### src/rtl/blood_sprite_renderer_pkg.sv
// Shared definitions for the blood sprite renderer: sprite geometry, colour
// width, the transparent key colour and the sequencer state encoding.
package blood_sprite_renderer_pkg;
   localparam int SPRITE_DIM = 64;
   localparam int RGB_W      = 12;
   localparam logic [RGB_W-1:0] TRANSPARENT_RGB = 12'h000;

   typedef enum logic {
      IDLE = 1'b0,
      PLAY = 1'b1
   } state_t;
endpackage

### src/rtl/blood_sprite_renderer_if.sv
// Video pixel stream and frame-ROM bus of the blood sprite renderer.
//   x, y, video_on, bg_rgb : incoming pixel coordinate / background colour
//   rom_frame, rom_row, rom_col : frame ROM address (from renderer)
//   rom_data               : ROM colour, one cycle after the address
//   rgb                    : composited pixel (from renderer)
// master = video source / ROM side, slave = renderer.
interface blood_sprite_renderer_if;
   import blood_sprite_renderer_pkg::*;
   logic [9:0]       x;
   logic [9:0]       y;
   logic             video_on;
   logic [RGB_W-1:0] bg_rgb;
   logic [4:0]       rom_frame;
   logic [5:0]       rom_row;
   logic [5:0]       rom_col;
   logic [RGB_W-1:0] rom_data;
   logic [RGB_W-1:0] rgb;

   modport master (output x, y, video_on, bg_rgb, rom_data,
                   input  rom_frame, rom_row, rom_col, rgb);
   modport slave  (input  x, y, video_on, bg_rgb, rom_data,
                   output rom_frame, rom_row, rom_col, rgb);
endinterface

### src/rtl/blood_sprite_renderer_sequencer.sv
// blood_frame_sequencer: IDLE/PLAY state machine that steps the blood
// animation. Frame index and tick counter only move on trigger or
// frame_tick, so the displayed frame never changes mid-scan.
//   clk, reset_n         : clock, async active-low reset
//   trigger, frame_tick  : start/restart pulse, once-per-video-frame pulse
//   frame_idx            : current animation frame
//   busy, done           : PLAY state, one-cycle end-of-animation pulse
module blood_frame_sequencer
   import blood_sprite_renderer_pkg::*;
#(
   parameter int NUM_FRAMES      = 32,
   parameter int TICKS_PER_FRAME = 2
) (
   input  logic       clk,
   input  logic       reset_n,
   input  logic       trigger,
   input  logic       frame_tick,
   output logic [4:0] frame_idx,
   output logic       busy,
   output logic       done
);
   state_t     state, state_nxt;
   logic [4:0] frame_nxt;
   logic [3:0] tick_cnt, tick_nxt;
   logic       done_nxt;

   always_ff @(posedge clk or negedge reset_n) begin
      if (!reset_n) begin
         state     <= IDLE;
         frame_idx <= '0;
         tick_cnt  <= '0;
         done      <= 1'b0;
      end else begin
         state     <= state_nxt;
         frame_idx <= frame_nxt;
         tick_cnt  <= tick_nxt;
         done      <= done_nxt;
      end
   end

   always_comb begin
      state_nxt = state;
      frame_nxt = frame_idx;
      tick_nxt  = tick_cnt;
      done_nxt  = 1'b0;
      // trigger wins over a coincident frame_tick
      if (trigger) begin
         state_nxt = PLAY;
         frame_nxt = '0;
         tick_nxt  = '0;
      end else if (state == PLAY && frame_tick) begin
         if (tick_cnt == 4'(TICKS_PER_FRAME - 1)) begin
            tick_nxt = '0;
            if (frame_idx == 5'(NUM_FRAMES - 1)) begin
               state_nxt = IDLE;
               frame_nxt = '0;
               done_nxt  = 1'b1;
            end else begin
               frame_nxt = frame_idx + 5'd1;
            end
         end else begin
            tick_nxt = tick_cnt + 4'd1;
         end
      end
   end

   assign busy = (state == PLAY);
endmodule

### src/rtl/blood_sprite_renderer.sv
// blood_sprite_renderer: overlays a 64x64 animated blood sprite onto the VGA
// pixel stream. Address is combinational from x,y; rom_data comes back one
// cycle later; rgb is registered, so x,y -> rgb is 2 cycles.
//   clk, reset_n         : clock, async active-low reset
//   trigger, pos_x/pos_y : start animation at a latched top-left corner
//   frame_tick           : vblank pulse that paces the animation
//   face_left            : horizontal mirror, only with BLOOD_MIRROR_EN
//   vid (slave)          : pixel stream in, ROM address/data, rgb out
//   busy, done           : animation running, end pulse
// Optional feature macro: BLOOD_MIRROR_EN.
module blood_sprite_renderer
   import blood_sprite_renderer_pkg::*;
#(
   parameter int NUM_FRAMES      = 32,
   parameter int TICKS_PER_FRAME = 2
) (
   input  logic       clk,
   input  logic       reset_n,
   input  logic       trigger,
   input  logic       frame_tick,
   input  logic [9:0] pos_x,
   input  logic [9:0] pos_y,
`ifdef BLOOD_MIRROR_EN
   input  logic       face_left,
`endif
   blood_sprite_renderer_if.slave vid,
   output logic       busy,
   output logic       done
);
   logic [9:0]       pos_x_q, pos_y_q;
   logic             face_q;
   logic [10:0]      dx, dy;
   logic             in_sprite;
   logic             vis_d, von_d;
   logic [RGB_W-1:0] bg_d, rgb_q;

   blood_frame_sequencer #(
      .NUM_FRAMES      (NUM_FRAMES),
      .TICKS_PER_FRAME (TICKS_PER_FRAME)
   ) u_seq (
      .clk        (clk),
      .reset_n    (reset_n),
      .trigger    (trigger),
      .frame_tick (frame_tick),
      .frame_idx  (vid.rom_frame),
      .busy       (busy),
      .done       (done)
   );

   always_ff @(posedge clk or negedge reset_n) begin
      if (!reset_n) begin
         pos_x_q <= '0;
         pos_y_q <= '0;
         face_q  <= 1'b0;
      end else if (trigger) begin
         pos_x_q <= pos_x;
         pos_y_q <= pos_y;
`ifdef BLOOD_MIRROR_EN
         face_q  <= face_left;
`else
         face_q  <= 1'b0;
`endif
      end
   end

   // zero-extended 11-bit differences: bit 10 is the sign, so a sprite near
   // the right/bottom edge never wraps onto the left/top of the screen
   assign dx = {1'b0, vid.x} - {1'b0, pos_x_q};
   assign dy = {1'b0, vid.y} - {1'b0, pos_y_q};
   assign in_sprite = !dx[10] && (dx[9:6] == 4'd0) && !dy[10] && (dy[9:6] == 4'd0);

   assign vid.rom_row = dy[5:0];
   assign vid.rom_col = face_q ? ~dx[5:0] : dx[5:0];  // ~d == 63 - d

   // stage 1: align sprite hit / video_on / background with rom_data;
   // the IDLE check is folded into the hit so it stays pixel-aligned
   always_ff @(posedge clk or negedge reset_n) begin
      if (!reset_n) begin
         vis_d <= 1'b0;
         von_d <= 1'b0;
         bg_d  <= '0;
      end else begin
         vis_d <= busy && in_sprite;
         von_d <= vid.video_on;
         bg_d  <= vid.bg_rgb;
      end
   end

   // stage 2: composite
   always_ff @(posedge clk or negedge reset_n) begin
      if (!reset_n)
         rgb_q <= '0;
      else if (!von_d)
         rgb_q <= '0;
      else if (vis_d && vid.rom_data != TRANSPARENT_RGB)
         rgb_q <= vid.rom_data;
      else
         rgb_q <= bg_d;
   end

   assign vid.rgb = rgb_q;
endmodule

### src/flat_wrapper.sv
// flat-port wrapper written by rule: the top's interface ports become plain ports
module blood_sprite_renderer_flat import blood_sprite_renderer_pkg::*;
#(
   parameter int NUM_FRAMES      = 32,
   parameter int TICKS_PER_FRAME = 2
)
  (clk, reset_n, trigger, frame_tick, pos_x, pos_y, busy, done, vid_x, vid_y, vid_video_on, vid_bg_rgb, vid_rom_data, vid_rom_frame, vid_rom_row, vid_rom_col, vid_rgb);
  blood_sprite_renderer_if vid_i ();
  input  logic clk;
  input  logic reset_n;
  input  logic trigger;
  input  logic frame_tick;
  input  logic [9:0] pos_x;
  input  logic [9:0] pos_y;
  output logic busy;
  output logic done;
  input wire logic [$bits(vid_i.x)-1:0] vid_x;
  input wire logic [$bits(vid_i.y)-1:0] vid_y;
  input wire logic [$bits(vid_i.video_on)-1:0] vid_video_on;
  input wire logic [$bits(vid_i.bg_rgb)-1:0] vid_bg_rgb;
  input wire logic [$bits(vid_i.rom_data)-1:0] vid_rom_data;
  output wire logic [$bits(vid_i.rom_frame)-1:0] vid_rom_frame;
  output wire logic [$bits(vid_i.rom_row)-1:0] vid_rom_row;
  output wire logic [$bits(vid_i.rom_col)-1:0] vid_rom_col;
  output wire logic [$bits(vid_i.rgb)-1:0] vid_rgb;
  assign vid_i.x = vid_x;
  assign vid_i.y = vid_y;
  assign vid_i.video_on = vid_video_on;
  assign vid_i.bg_rgb = vid_bg_rgb;
  assign vid_i.rom_data = vid_rom_data;
  assign vid_rom_frame = vid_i.rom_frame;
  assign vid_rom_row = vid_i.rom_row;
  assign vid_rom_col = vid_i.rom_col;
  assign vid_rgb = vid_i.rgb;
  blood_sprite_renderer #(.NUM_FRAMES(NUM_FRAMES), .TICKS_PER_FRAME(TICKS_PER_FRAME)) u_core (.clk(clk), .reset_n(reset_n), .trigger(trigger), .frame_tick(frame_tick), .pos_x(pos_x), .pos_y(pos_y), .vid(vid_i), .busy(busy), .done(done));
endmodule
### config.mk
export PLATFORM = sky130hd
export DESIGN_NAME = blood_sprite_renderer_flat
export DESIGN_NICKNAME = d
export VERILOG_FILES = /design/src/rtl/blood_sprite_renderer_pkg.sv /design/src/rtl/blood_sprite_renderer_if.sv /design/src/rtl/blood_sprite_renderer_sequencer.sv /design/src/rtl/blood_sprite_renderer.sv /design/src/flat_wrapper.sv
export SDC_FILE = /design/constraint.sdc
export NUM_CORES = 1
export LEC_CHECK = 0
export ABC_AREA = 1
export BUFFER_PORTS_ARGS = -buffer_cell sky130_fd_sc_hd__buf_2
export CAP_MARGIN = 5
export CORE_MARGIN = 2
export CORE_UTILIZATION = 28
export CTS_CLUSTER_SIZE = 28
export DETAILED_ROUTE_END_ITERATION = 7
export GPL_ROUTABILITY_DRIVEN = 0
export PLACE_DENSITY_LB_ADDON = 0.1
export SYNTH_ARGS = -nofsm -noshare
export SYNTH_HDL_FRONTEND = slang
export SYNTH_SLANG_ARGS = --single-unit
### constraint.sdc
create_clock -name clk -period 4.4 [get_ports clk]
set_input_delay 0.44 -clock clk [delete_from_list [all_inputs] [get_ports clk]]
set_output_delay 0.44 -clock clk [all_outputs]
set_load 0.01 [all_outputs]
# Word-level counts from Yosys, hierarchy flattened
# Cells that the tools add are included.
[op_classes]
n_addsub = 4
n_eq_ne = 2
mux = 17
reduce_logical = 16
[op_table]
columns = ["op", "count"]
rows = [
  ["2-to-1 mux 12 bit", 2],
  ["subtractor 10 x 10 -> 11 bit", 2],
  ["2-to-1 mux 5 bit", 4],
  ["2-to-1 mux 4 bit", 3],
  ["nonzero test 12 bit", 1],
  ["logical NOT 4 bit", 2],
  ["2-to-1 mux 1 bit", 8],
  ["logical AND 1 bit", 6],
  ["nonzero test 2 bit", 3],
  ["adder 5 x 1 -> 5 bit (second input constant)", 1],
  ["== test 5 bit (second input constant)", 1],
  ["adder 4 x 1 -> 4 bit (second input constant)", 1],
  ["== test 4 x 1 -> 1 bit (second input constant)", 1],
  ["AND reduction 3 bit", 1],
  ["logical NOT 1 bit", 2],
  ["AND reduction 2 bit", 1],
]
[word_totals]
regBits = 57
out_inout_bits = 31

# Longest topological paths before layout
# Gate-level depths: netlist of run 1.
[depth]
ltp_word = 6
ltp_mapped = 14
ltp_nobuf = 14

# By module
# From an unflattened synthesis of run 1, not the netlist that was laid out.
[hier_totals]
hier_cells = 413
area_unflattened_um2 = 3339.5
[modules_own_cells]
columns = ["module", "n_inst", "cells_each", "area_per_inst_um2"]
rows = [
  ["blood_sprite_renderer", 1, 346, 2717.6],
  ["blood_frame_sequencer", 1, 67, 621.8],
]

# Worst setup path after synthesis of run 1
# Ideal clock, no wire load.
[synth_path]
path_kind = "input-to-output"
startpoint = "input vid_y[0]"
endpoint = "output vid_rom_row[4]"
arrival_ns = 1.553
slack_ns = 2.407
stages = 8
path_cell_list = "inv_1 -> ha_1 -> fa_1 -> inv_1 -> nand2_1 -> nand2_1 -> nand2_1 -> xnor2_1"
[synth_between]
elab_chain_cells = 1
[synth_lines]
columns = ["element", "line_no", "text"]
rows = [
  ["start: declaration", "flat_wrapper.sv:18", "input wire logic [$bits(vid_i.y)-1:0] vid_y;"],
  ["subtractor 10 x 10 -> 11 bit", "blood_sprite_renderer.sv:69", "assign dy = {1'b0, vid.y} - {1'b0, pos_y_q};"],
  ["end: declaration", "flat_wrapper.sv:23", "output wire logic [$bits(vid_i.rom_row)-1:0] vid_rom_row;"],
]
# No other way between the ends.

# Worst setup path in the final report of run 1
[layout_path]
startpoint = "register u_core.pos_x_q[0]"
endpoint = "output vid_rom_col[4]"
[layout_between]
elab_chain_cells = 1
[layout_lines]
columns = ["element", "line_no", "text"]
rows = [
  ["start: declaration", "blood_sprite_renderer.sv:30", "logic [9:0] pos_x_q, pos_y_q;"],
  ["start signal: assignment", "blood_sprite_renderer.sv:56", "pos_x_q <= pos_x;"],
  ["subtractor 10 x 10 -> 11 bit", "blood_sprite_renderer.sv:68", "assign dx = {1'b0, vid.x} - {1'b0, pos_x_q};"],
  ["end: declaration", "flat_wrapper.sv:24", "output wire logic [$bits(vid_i.rom_col)-1:0] vid_rom_col;"],
]
# No other way between the ends.

==> key figures, run 1 <==
CTS
  – Skew-Pair Late Insertion Delay: 330 ps
  – CTS tree: built
  – Clk buf depth: 2
  – H-tree levels: 3
  – Postcts setup bufs: 0
  – Hold-fix buffers at CTS: 0
  – Num Clock Sinks: 57
  – Clock transition at path regs: approximately 50 ps
  – Cts bufs inserted: 9
  – Root Buffer: clkbuf_16
  – Post-CTS sizing: 0

Timing
  – Fin Setup TNS: 0 ps
  – FMAX: 0.414 GHz
  – Worst-Margin Slew: between 700 and 800 ps
  – Final hold violations: 0
  – RSZ-0062 raised after global routing: no
  – Slew margin rel.: roughly 50%
  – Tcrit/Tclk final: roughly 55%
  – Setup violations, final: 0
  – Clock Skews: roughly 3 ps
  – Final min period: around 2400 ps
  – Slew Limit Fails: 0

GRT
  – Gr usage total: a little over an eighth
  – Initial antenna violation count: 1
  – Largest net degree at the start of global routing: 58
  – Vias in the first global route: ~2800
  – Gr ovfl total: 0
  – First-pass GRT wire length: approximately 13000 µm

Drt
  – # DRC: 0
  – Initial DRC Count: ~100
  – Via-to-Cell Ratio: about 4.4
  – WL final: ~7900 µm
  – Via count of the routed design: ~2800
  – Drt pass-1 iters: 4
  – Detail Route Antenna Nets: 0
  – Routed wire per std cell: about 12 µm

Floorplan
  – Die X: around 110 µm
  – Core area: 0.0110 mm²
  – Die H: 111 µm
  – Starting Density: approximately 29%
  – Row count: 38
  – Die area: 0.0122 mm²
  – IO Pins: 100

Yosys
  – Average size of a mapped cell: between 7 and 8 µm²
  – YS warnings: 0
  – Asr flop ratio synth: 100%
  – Syn Nets: 495
  – Sequential fraction of the synthesis area: 44.8%
  – Mapped Area: around 0.0032 mm²
  – Cell count after synthesis: 400
  – Synth unique cells: 25
  – #FFs+latches synth: 57
  – Ys flop type: dfrtp_1
  – Post-synth EDFFs: 0

Placed design
  – Dpl cells: between 600 and 700
  – DPL Wire Length: between 6000 and 7000 µm
  – Placed instance area: roughly 0.0038 mm²
  – Number of I/O port buffers: 99

Power and ir drop
  – Design Power: around 1.6 mW
  – Peak supply drop: 0.000214 V
  – P per Cell Area: around 380 mW/mm²
  – Pleak: 2.23 nW

Layout
  – Most frequent cells in the layout: buf_2, nand2_1, inv_1, dfrtp_1, nor2_1
  – Share of layout cells above drive strength 1: 23.9%
  – Area grow syn2layout: 28.5%
  – Fillers: roughly 1200
  – Count of non-filler cells in the finished layout: about 650
  – Antenna Cells: 0
  – Most common cell after layout, fill and taps aside: buf_2
  – Final net count: roughly 600
  – Fin area: roughly 0.0041 mm²

Worst setup path
  – Worst setup EP type: output port
  – Crit-path slowest cell: fa_1
  – CP Max Fanout: 4
  – Buffers & Inverters on Critical Path: 2
  – Most used cell, CP: nand3_1
  – Worst path cell trace: ha_1 -> inv_1 -> fa_1 -> nand3_1 -> nand3_1 -> xor2_1 -> buf_2
  – Critical Path AT: slightly below 2000 ps
  – CP max stage delay: around 450 ps
  – Startpoint types: register
  – Critical path class: reg2out
  – CP required: ~4000 ps
  – CP delay by family, top: adder cells

Job
  – Max_cap viols: 0

Worst hold path
  – Hold crit path type: in2reg

Outcome
  – Run status: complete, no violations
[per-stage QoR]
step / util [%] / setup WS (ps) / hold WS [ps]
6_report: 37.2 / 1990 / 216
4_1_cts: 37.2 / 1970 / 202
3_3_place_gp: 34.8 / 2140 / 458
3_5_place_dp: 34.8 / 2110 / 468
5_1_grt: 37.2 / 1870 / 198
2_1_floorplan: - / 2410 / 144
[per-layer routing]
metal | vias up | routed length [µm] | GRT usage [%]
met4 | 0 | 115 | 5.00
met1 | 1265 | 3770 | 16.8
met2 | 75 | 3550 | 21.8
met3 | 11 | 484 | 4.45
li1 | 1479 | - | -
met5 | - | 0 | 0
[logic make-up after synthesis]
group / after synthesis / synth area share (%)
buffers and inverters: 72 / 8.61
AOI/OAI and AO/OA: 64 / 10.7
xor gates and xnor gates: 9 / 2.48
adders and majority gates: 26 / 10.7
DFF: 57 / 44.8
and+or+nand+nor: 172 / 22.7
[cell usage after synthesis (all sizes together), types with 2 or more instances]
| cell | n | area (µm²) |
|---|---|---|
| nand2 | 88 | 333 |
| inv | 64 | 240 |
| dfrtp | 57 | 1430 |
| nor2 | 45 | 169 |
| o21ai | 43 | 226 |
| nand3 | 25 | 130 |
| ha | 24 | 300 |
| a21oi | 16 | 80.1 |
| clkbuf | 5 | 18.8 |
| nand4 | 5 | 31.3 |
| xor2 | 5 | 43.8 |
| xnor2 | 4 | 35.0 |
| buf | 3 | 15.0 |
| nor4 | 3 | 18.8 |
| fa | 2 | 40.0 |
| nand3b | 2 | 15.0 |
| nor3 | 2 | 10.0 |
| o21bai | 2 | 15.0 |
| o22ai | 2 | 12.5 |
[final timing paths]
| kind | from | to | slack (ps) | depth (start not counted) |
|---|---|---|---|---|
| max | u_core.pos_x_q[0] | vid_rom_col[4] | 1990 | 7 |
| min | vid_bg_rgb[5] | u_core.bg_d[5] | 220 | 1 |
| max reg2reg | u_core.pos_y_q[0] | u_core.vis_d | 2410 | 13 |
| min reg2reg | u_core.bg_d[3] | u_core.vid.rgb[3] | 480 | 2 |
| max in group asynchronous | reset_n | u_core.u_seq.frame_idx[1] | 3640 | 2 |
| min in group asynchronous | reset_n | u_core.vid.rgb[8] | 270 | 2 |
[flip-flops by register name (all words and copies together), names as in the netlist]
| signal | cells |
|---|---|
| u_core.bg_d | 12 |
| u_core.pos_x_q | 10 |
| u_core.pos_y_q | 10 |
| u_core.u_seq.busy | 1 |
| u_core.u_seq.done | 1 |
| u_core.u_seq.frame_idx | 5 |
| u_core.u_seq.tick_cnt | 4 |
| u_core.vid.rgb | 12 |
| u_core.vis_d | 1 |
| u_core.von_d | 1 |
[where the power goes]
part | switching, mW | internal [mW]
clock network | 0.244 | 0.373
logic | 0.213 | 0.146
registers | 0.0203 | 0.563
[final cells by class]
| class | instances | area, µm² | area share [%] |
|---|---|---|---|
| clock buffer | 9 | 225 | 5.51 |
| clock inverter | 6 | 36.3 | 0.888 |
| inverter | 64 | 240 | 5.88 |
| multi-input combinational | 271 | 1480 | 36.2 |
| sequential | 57 | 1430 | 34.9 |
| tap | 140 | 175 | 4.29 |
| timing repair buffer | 100 | 503 | 12.3 |
(Power assumes the default switching activity.)
==> run 2: changes to the inputs <==
==> constraint.sdc (replaced) <==
create_clock -name clk -period 2.35 [get_ports clk]
set_input_delay 0.235 -clock clk [delete_from_list [all_inputs] [get_ports clk]]
set_output_delay 0.235 -clock clk [all_outputs]
set_load 0.01 [all_outputs]
==> key figures, run 2 (synthesis results as in run 1) <==
Drt
  – Drt pass-1 iters: 4 (unchanged)
  – Initial DRC Count: 129 (was 101)
  – Routed wire per std cell: 12.3 µm (was 12.2 µm)
  – WL final: 7970 µm (was 7920 µm)
  – # DRC: 0 (unchanged)
  – Via count of the routed design: 2833 (was 2830)
  – Via-to-Cell Ratio: 4.37 (about the same)
  – Detail Route Antenna Nets: 0 (unchanged)

Timing
  – Slew Limit Fails: 0 (unchanged)
  – Final hold violations: 0 (unchanged)
  – Fin worst setup slack: 158 ps (was 1990 ps)
  – Worst-Margin Slew: 746 ps (was 744 ps)
  – Clock Skews: 3.02 ps (was 2.95 ps)
  – Setup violations, final: 0 (unchanged)
  – Final min period: approximately 2200 ps
  – Tcrit/Tclk final: ~93%
  – Fin Setup TNS: 0 ps (unchanged)
  – RSZ-0062 raised after global routing: no (unchanged)
  – FMAX: ~0.46 GHz
  – Slew margin rel.: 50.2% (was 50.4%)
  – Worst hold slack: 20.0 ps (was 216 ps)

GRT
  – Gr ovfl total: 0 (unchanged)
  – Vias in the first global route: 2768 (was 2836)
  – Initial antenna violation count: 0 (was 1)
  – First-pass GRT wire length: 13500 µm (was 13300 µm)
  – Gr usage total: 13.6% (was 13.5%)
  – Largest net degree at the start of global routing: 58 (unchanged)

Layout
  – Register area: 0.00143 mm² (unchanged)
  – Most common cell after layout, fill and taps aside: buf_2 (unchanged)
  – Fillers: 1163 (was 1196)
  – Most frequent cells in the layout: buf_2, nand2_1, inv_1, dfrtp_1, nor2_1 (unchanged)
  – Area grow syn2layout: 30.0% (was 28.5%)
  – Area of the multi-input gates: 0.00148 mm² (unchanged)
  – Share of layout cells above drive strength 1: 24.0% (was 23.9%)
  – Antenna Cells: 0 (unchanged)
  – Final net count: 600 (was 598)

Placed design
  – Number of I/O port buffers: 99 (unchanged)
  – DPL Wire Length: 6110 µm (was 6080 µm)
  – Pre-CTS WS: 402 ps (was 2110 ps)

Worst setup path
  – CP delay by family, top: adder cells (unchanged)
  – Buffers & Inverters on Critical Path: 2 (unchanged)
  – CP max stage delay: 440 ps (was 450 ps)
  – Worst setup EP type: output port (unchanged)
  – Most used cell, CP: nand3_1 (unchanged)
  – Critical path class: reg2out (unchanged)
  – CP required: 2120 ps (was 3960 ps)
  – Worst path cell trace: ha_1 -> inv_1 -> fa_1 -> nand3_1 -> nand3_1 -> xor2_1 -> buf_2 (unchanged)
  – Critical Path AT: 1960 ps (was 1970 ps)
  – Crit-path slowest cell: fa_1 (unchanged)
  – Startpoint types: register (unchanged)
  – CP Max Fanout: 4 (unchanged)

CTS
  – Post-CTS sizing: 0 (unchanged)
  – Skew-Pair Late Insertion Delay: 320 ps (was 330 ps)
  – CTS tree: built (unchanged)
  – Hold-fix buffers at CTS: 0 (unchanged)
  – Clk buf depth: 2 (unchanged)
  – Postcts setup bufs: 0 (unchanged)
  – Clock transition at path regs: 50 ps (about the same)
  – Cts bufs inserted: 9 (unchanged)
  – Num Clock Sinks: 57 (unchanged)
  – H-tree levels: 3 (unchanged)
  – Root Buffer: clkbuf_16 (unchanged)

Floorplan
  – Die area: 0.0122 mm² (unchanged)
  – Core area: 0.0110 mm² (unchanged)
  – Die X: 111 µm (unchanged)
  – Die H: 111 µm (unchanged)
  – Row count: 38 (unchanged)
  – IO Pins: 100 (unchanged)
  – Starting Density: 29.0% (unchanged)

Worst hold path
  – Hold crit path type: in2reg (unchanged)

Power and ir drop
  – Clock power share: 42.3% (was 39.6%)
  – P per Cell Area: 743 mW/mm² (was 382 mW/mm²)
  – Internal power: 2.20 mW (was 1.08 mW)
  – Combinational share of power: 22.2% (was 23.0%)
  – Design Power: 3.07 mW (was 1.56 mW)
  – Sw frac: 28.5% (was 30.6%)
  – Seq pwr share: 35.5% (was 37.4%)
  – Peak supply drop: 0.000401 V (was 0.000214 V)
  – Pleak: 2.26 nW (was 2.23 nW)
  – P_sw: 877 µW (was 477 µW)

Outcome
  – Run status: complete, no violations (unchanged)

Job
  – Max_cap viols: 0 (unchanged)
run 2: cell types whose count changed in the layout (fill, tap and decap cells not counted), sizes merged:
cell / previous run / this run
buf: 100 / 102
bufinv: 0 / 1
clkbuf: 9 / 12
clkinvlp: 1 / 0
clkinv: 5 / 2
run 2: final timing paths:
check / depth (start not counted) / slack, ps / to / start
min in group asynchronous: 2 / 70 / u_core.vid.rgb[8] / reset_n
worst max-delay path: 7 / 160 / vid_rom_col[4] / u_core.pos_x_q[0]
max in group asynchronous: 2 / 1790 / u_core.u_seq.tick_cnt[2] / reset_n
worst min-delay path: 1 / 20 / u_core.bg_d[10] / vid_bg_rgb[10]
worst max register to register: 13 / 420 / u_core.vis_d / u_core.pos_y_q[0]
worst min register to register: 2 / 480 / u_core.vid.rgb[2] / u_core.bg_d[2]
run 2: worst register-to-register path: stages, from the launching register on:
cell and delay [ps]:
dfrtp_1 390, ha_1 230, fa_1 410, inv_1 70, nand2_1 40, nand2_1 90
nand3_1 90, nand3_1 70, nand2_1 50, nor2_1 100, nand3_1 80, nor2_1 80
nand3_1 60, nor2_1 90
run 2: power by group through the flow:
| stage | Sequential [mW] | Combinational (mW) | Clock (mW) |
|---|---|---|---|
| 6_report | 1.09 | 0.682 | 1.30 |
| 5_1_grt | 1.10 | 0.794 | 1.39 |
| 4_1_cts | 1.09 | 0.699 | 1.34 |
| 3_5_place_dp | 1.11 | 0.695 | 0 |
| 3_3_place_gp | 1.11 | 0.692 | 0 |
| 2_1_floorplan | 1.11 | 0.427 | 0 |
run 2: metrics by stage:
| stage | util, % | area [µm²] | cells |
|---|---|---|---|
| after CTS | 37.7 | 4140 | 649 |
| after global routing | 37.7 | 4140 | 649 |
| final | 37.7 | 4140 | 649 |
| after floorplan | - | 3180 | 400 |
| after detailed placement | 35.0 | 3840 | 634 |
| after global placement | 35.0 | 3840 | 634 |
run 2: area by class of cell:
cell class | count | area share, %
sequential | 57 | 34.5
timing repair buffer | 102 | 12.5
inverter | 64 | 5.81
clock inverter | 3 | 0.968
clock buffer | 12 | 6.20
tap | 140 | 4.23
multi-input combinational | 271 | 35.8
run 2: layer usage:
metal	up-vias	GRT usage, %	part of all wire, %
met5	-	0	0
met4	0	4.25	1.4
met3	9	4.94	5.7
met2	77	20.4	45
met1	1263	18.4	48
li1	1484	-	-
==> run 3: changes to the inputs <==
--- a/config.mk
+++ b/config.mk
@@ -14,6 +14,7 @@
 export DETAILED_ROUTE_END_ITERATION = 7
 export GPL_ROUTABILITY_DRIVEN = 0
 export PLACE_DENSITY_LB_ADDON = 0.1
+export SETUP_SLACK_MARGIN = 0.2
 export SYNTH_ARGS = -nofsm -noshare
 export SYNTH_HDL_FRONTEND = slang
 export SYNTH_SLANG_ARGS = --single-unit
==> key figures, run 3 (synthesis results as in run 1) <==
Outcome
  – Run status: complete, no violations (unchanged)

Timing
  – Fin Setup TNS: 0 ps (unchanged)
  – Tcrit/Tclk final: 87.8% (was 93.3%)
  – Worst-Margin Slew: 743 ps (was 746 ps)
  – Final hold violations: 0 (unchanged)
  – Slew Limit Fails: 0 (unchanged)
  – RSZ-0062 raised after global routing: yes (was no)
  – Worst hold slack: 20.4 ps (was 20.0 ps)
  – Slew margin rel.: 50.4% (was 50.2%)
  – Clock Skews: 2.95 ps (was 3.02 ps)
  – Final min period: 2060 ps (was 2190 ps)
  – FMAX: 0.485 GHz (was 0.456 GHz)
  – Setup violations, final: 0 (unchanged)

CTS
  – Hold-fix buffers at CTS: 0 (unchanged)
  – Clk buf depth: 2 (unchanged)
  – Num Clock Sinks: 57 (unchanged)
  – Cts bufs inserted: 9 (unchanged)
  – Skew-Pair Late Insertion Delay: 320 ps (about the same)
  – Root Buffer: clkbuf_16 (unchanged)
  – CTS tree: built (unchanged)
  – Clock transition at path regs: 50 ps (about the same)
  – H-tree levels: 3 (unchanged)

Worst setup path
  – R2R setup slack: 480 ps (was 420 ps)
  – Reg2Reg Depth: 14 (was 13)
  – CP required: 2120 ps (about the same)
  – Critical Path AT: 1830 ps (was 1960 ps)
  – RR Startpoint: u_core.pos_y_q[0] (unchanged)
  – Worst setup EP type: output port (unchanged)
  – CP max stage delay: 380 ps (was 440 ps)
  – Critical path class: reg2out (unchanged)
  – Crit-path slowest cell: dfrtp_1 (was fa_1)
  – Worst r2r dst: u_core.vis_d (unchanged)
  – Worst path cell trace: ha_4 -> inv_1 -> fa_2 -> nand3_1 -> nand3_2 -> xor2_1 -> buf_2 (was ha_1 -> inv_1 -> fa_1 -> nand3_1 -> nand3_1 -> xor2_1 -> buf_2)
  – Startpoint types: register (unchanged)
  – CP Max Fanout: 4 (unchanged)

Layout
  – Final net count: 604 (was 600)
  – Antenna Cells: 0 (unchanged)
  – Area grow syn2layout: 32.7% (was 30.0%)
  – Share of layout cells above drive strength 1: 26.9% (was 24.0%)
  – Most common cell after layout, fill and taps aside: buf_2 (unchanged)
  – Most frequent cells in the layout: buf_2, nand2_1, inv_1, dfrtp_1, nor2_1 (unchanged)
  – Count of non-filler cells in the finished layout: 653 (was 649)

Placed design
  – Number of I/O port buffers: 99 (unchanged)
  – DPL Wire Length: 6110 µm (unchanged)
  – Dpl cells: 634 (unchanged)

Floorplan
  – Die area: 0.0122 mm² (unchanged)
  – Die X: 111 µm (unchanged)
  – Core area: 0.0110 mm² (unchanged)
  – Die H: 111 µm (unchanged)
  – IO Pins: 100 (unchanged)
  – Row count: 38 (unchanged)
  – Starting Density: 29.0% (unchanged)

Drt
  – Via count of the routed design: 2852 (was 2833)
  – # DRC: 0 (unchanged)
  – Detail Route Antenna Nets: 0 (unchanged)
  – Drt pass-1 iters: 4 (unchanged)
  – Initial DRC Count: 132 (was 129)
  – Via-to-Cell Ratio: 4.37 (about the same)
  – Routed wire per std cell: 12.3 µm (about the same)
  – WL final: 8050 µm (was 7970 µm)

GRT
  – Gr ovfl total: 0 (unchanged)
  – First-pass GRT wire length: 13500 µm (about the same)
  – Gr usage total: 13.6% (about the same)
  – Largest net degree at the start of global routing: 58 (unchanged)
  – Vias in the first global route: 2769 (was 2768)
  – Initial antenna violation count: 0 (unchanged)

Job
  – Max_cap viols: 0 (unchanged)

Power and ir drop
  – Internal power: 2.21 mW (was 2.20 mW)
  – Peak supply drop: 0.000401 V (about the same)
  – P per Cell Area: 735 mW/mm² (was 743 mW/mm²)
  – P_sw: 891 µW (was 877 µW)
  – Pleak: 2.28 nW (was 2.26 nW)
  – Sw frac: 28.7% (was 28.5%)
  – Seq pwr share: 35.2% (was 35.5%)
  – Combinational share of power: 22.9% (was 22.2%)
  – Clock power share: 41.9% (was 42.3%)

Worst hold path
  – Hold crit path type: in2reg (unchanged)
  – Hold Path End: u_core.bg_d[10] (unchanged)
  – HP Start: vid_bg_rgb[10] (unchanged)
  – Hold path depth: 1 (unchanged)
## run 3: cell count changes in the layout (fill, tap and decap cells not counted), sizes merged
cell,before,now
buf,102,106
## run 3: final cells by class
class | instances | area (µm²)
tap | 140 | 175
fill | 1157 | 6760
clock inverter | 3 | 40.0
clock buffer | 12 | 256
inverter | 64 | 240
sequential | 57 | 1430
timing repair buffer | 106 | 548
multi-input combinational | 271 | 1540
## run 3: how the worst max path moves through the flow
stage | from | endpoint | cells after the start
2_1_floorplan | u_core.pos_y_q[0] | u_core.vis_d | 13
3_3_place_gp | vid_x[0] | u_core.vis_d | 14
3_5_place_dp | vid_x[0] | u_core.vis_d | 14
4_1_cts | u_core.pos_x_q[0] | vid_rom_col[4] | 7
5_1_grt | u_core.pos_x_q[2] | vid_rom_col[5] | 7
6_report | u_core.pos_x_q[0] | vid_rom_col[4] | 7
## run 3: layer usage
| metal | track usage [%] | vias to the layer above | share of wire, % |
|---|---|---|---|
| met4 | 4.25 | 0 | 1.3 |
| met1 | 18.4 | 1278 | 48 |
| met3 | 4.94 | 8 | 5.4 |
| li1 | - | 1492 | - |
| met5 | 0 | - | 0 |
| met2 | 20.4 | 74 | 45 |
## run 3: critical path: cells and delay by family, from the launching register on
family | cells | cell delay, ps
flops | 1 | 380
xor+xnor | 1 | 180
fa+ha+maj | 2 | 530
buf+inv | 2 | 210
simple gates | 2 | 200
## run 3: repair_timing
action / 4_1_cts / 5_1_grt
pin swaps: 0 / 1
setup endpoints to repair: 2 / 4
gates resized for setup: 2 / 12
buffers inserted: 0 / 4
## run 3: power groups by stage
stage / Sequential (mW) / Clock [mW] / Combinational (mW)
final: 1.09 / 1.30 / 0.711
after global routing: 1.10 / 1.39 / 0.823
after CTS: 1.09 / 1.34 / 0.700
after detailed placement: 1.11 / 0 / 0.695
after global placement: 1.11 / 0 / 0.692
after floorplan: 1.11 / 0 / 0.427
## run 3: metrics by stage
stage          cell area, µm²  worst slack (ps)  utilization, %  power, mW
5_1_grt                  4220               186            38.4       3.32
3_5_place_dp             3840               402            35.0       1.80
2_1_floorplan            3180               593               -       1.54
4_1_cts                  4140               184            37.7       3.13
3_3_place_gp             3840               447            35.0       1.80
6_report                 4220               288            38.4       3.11
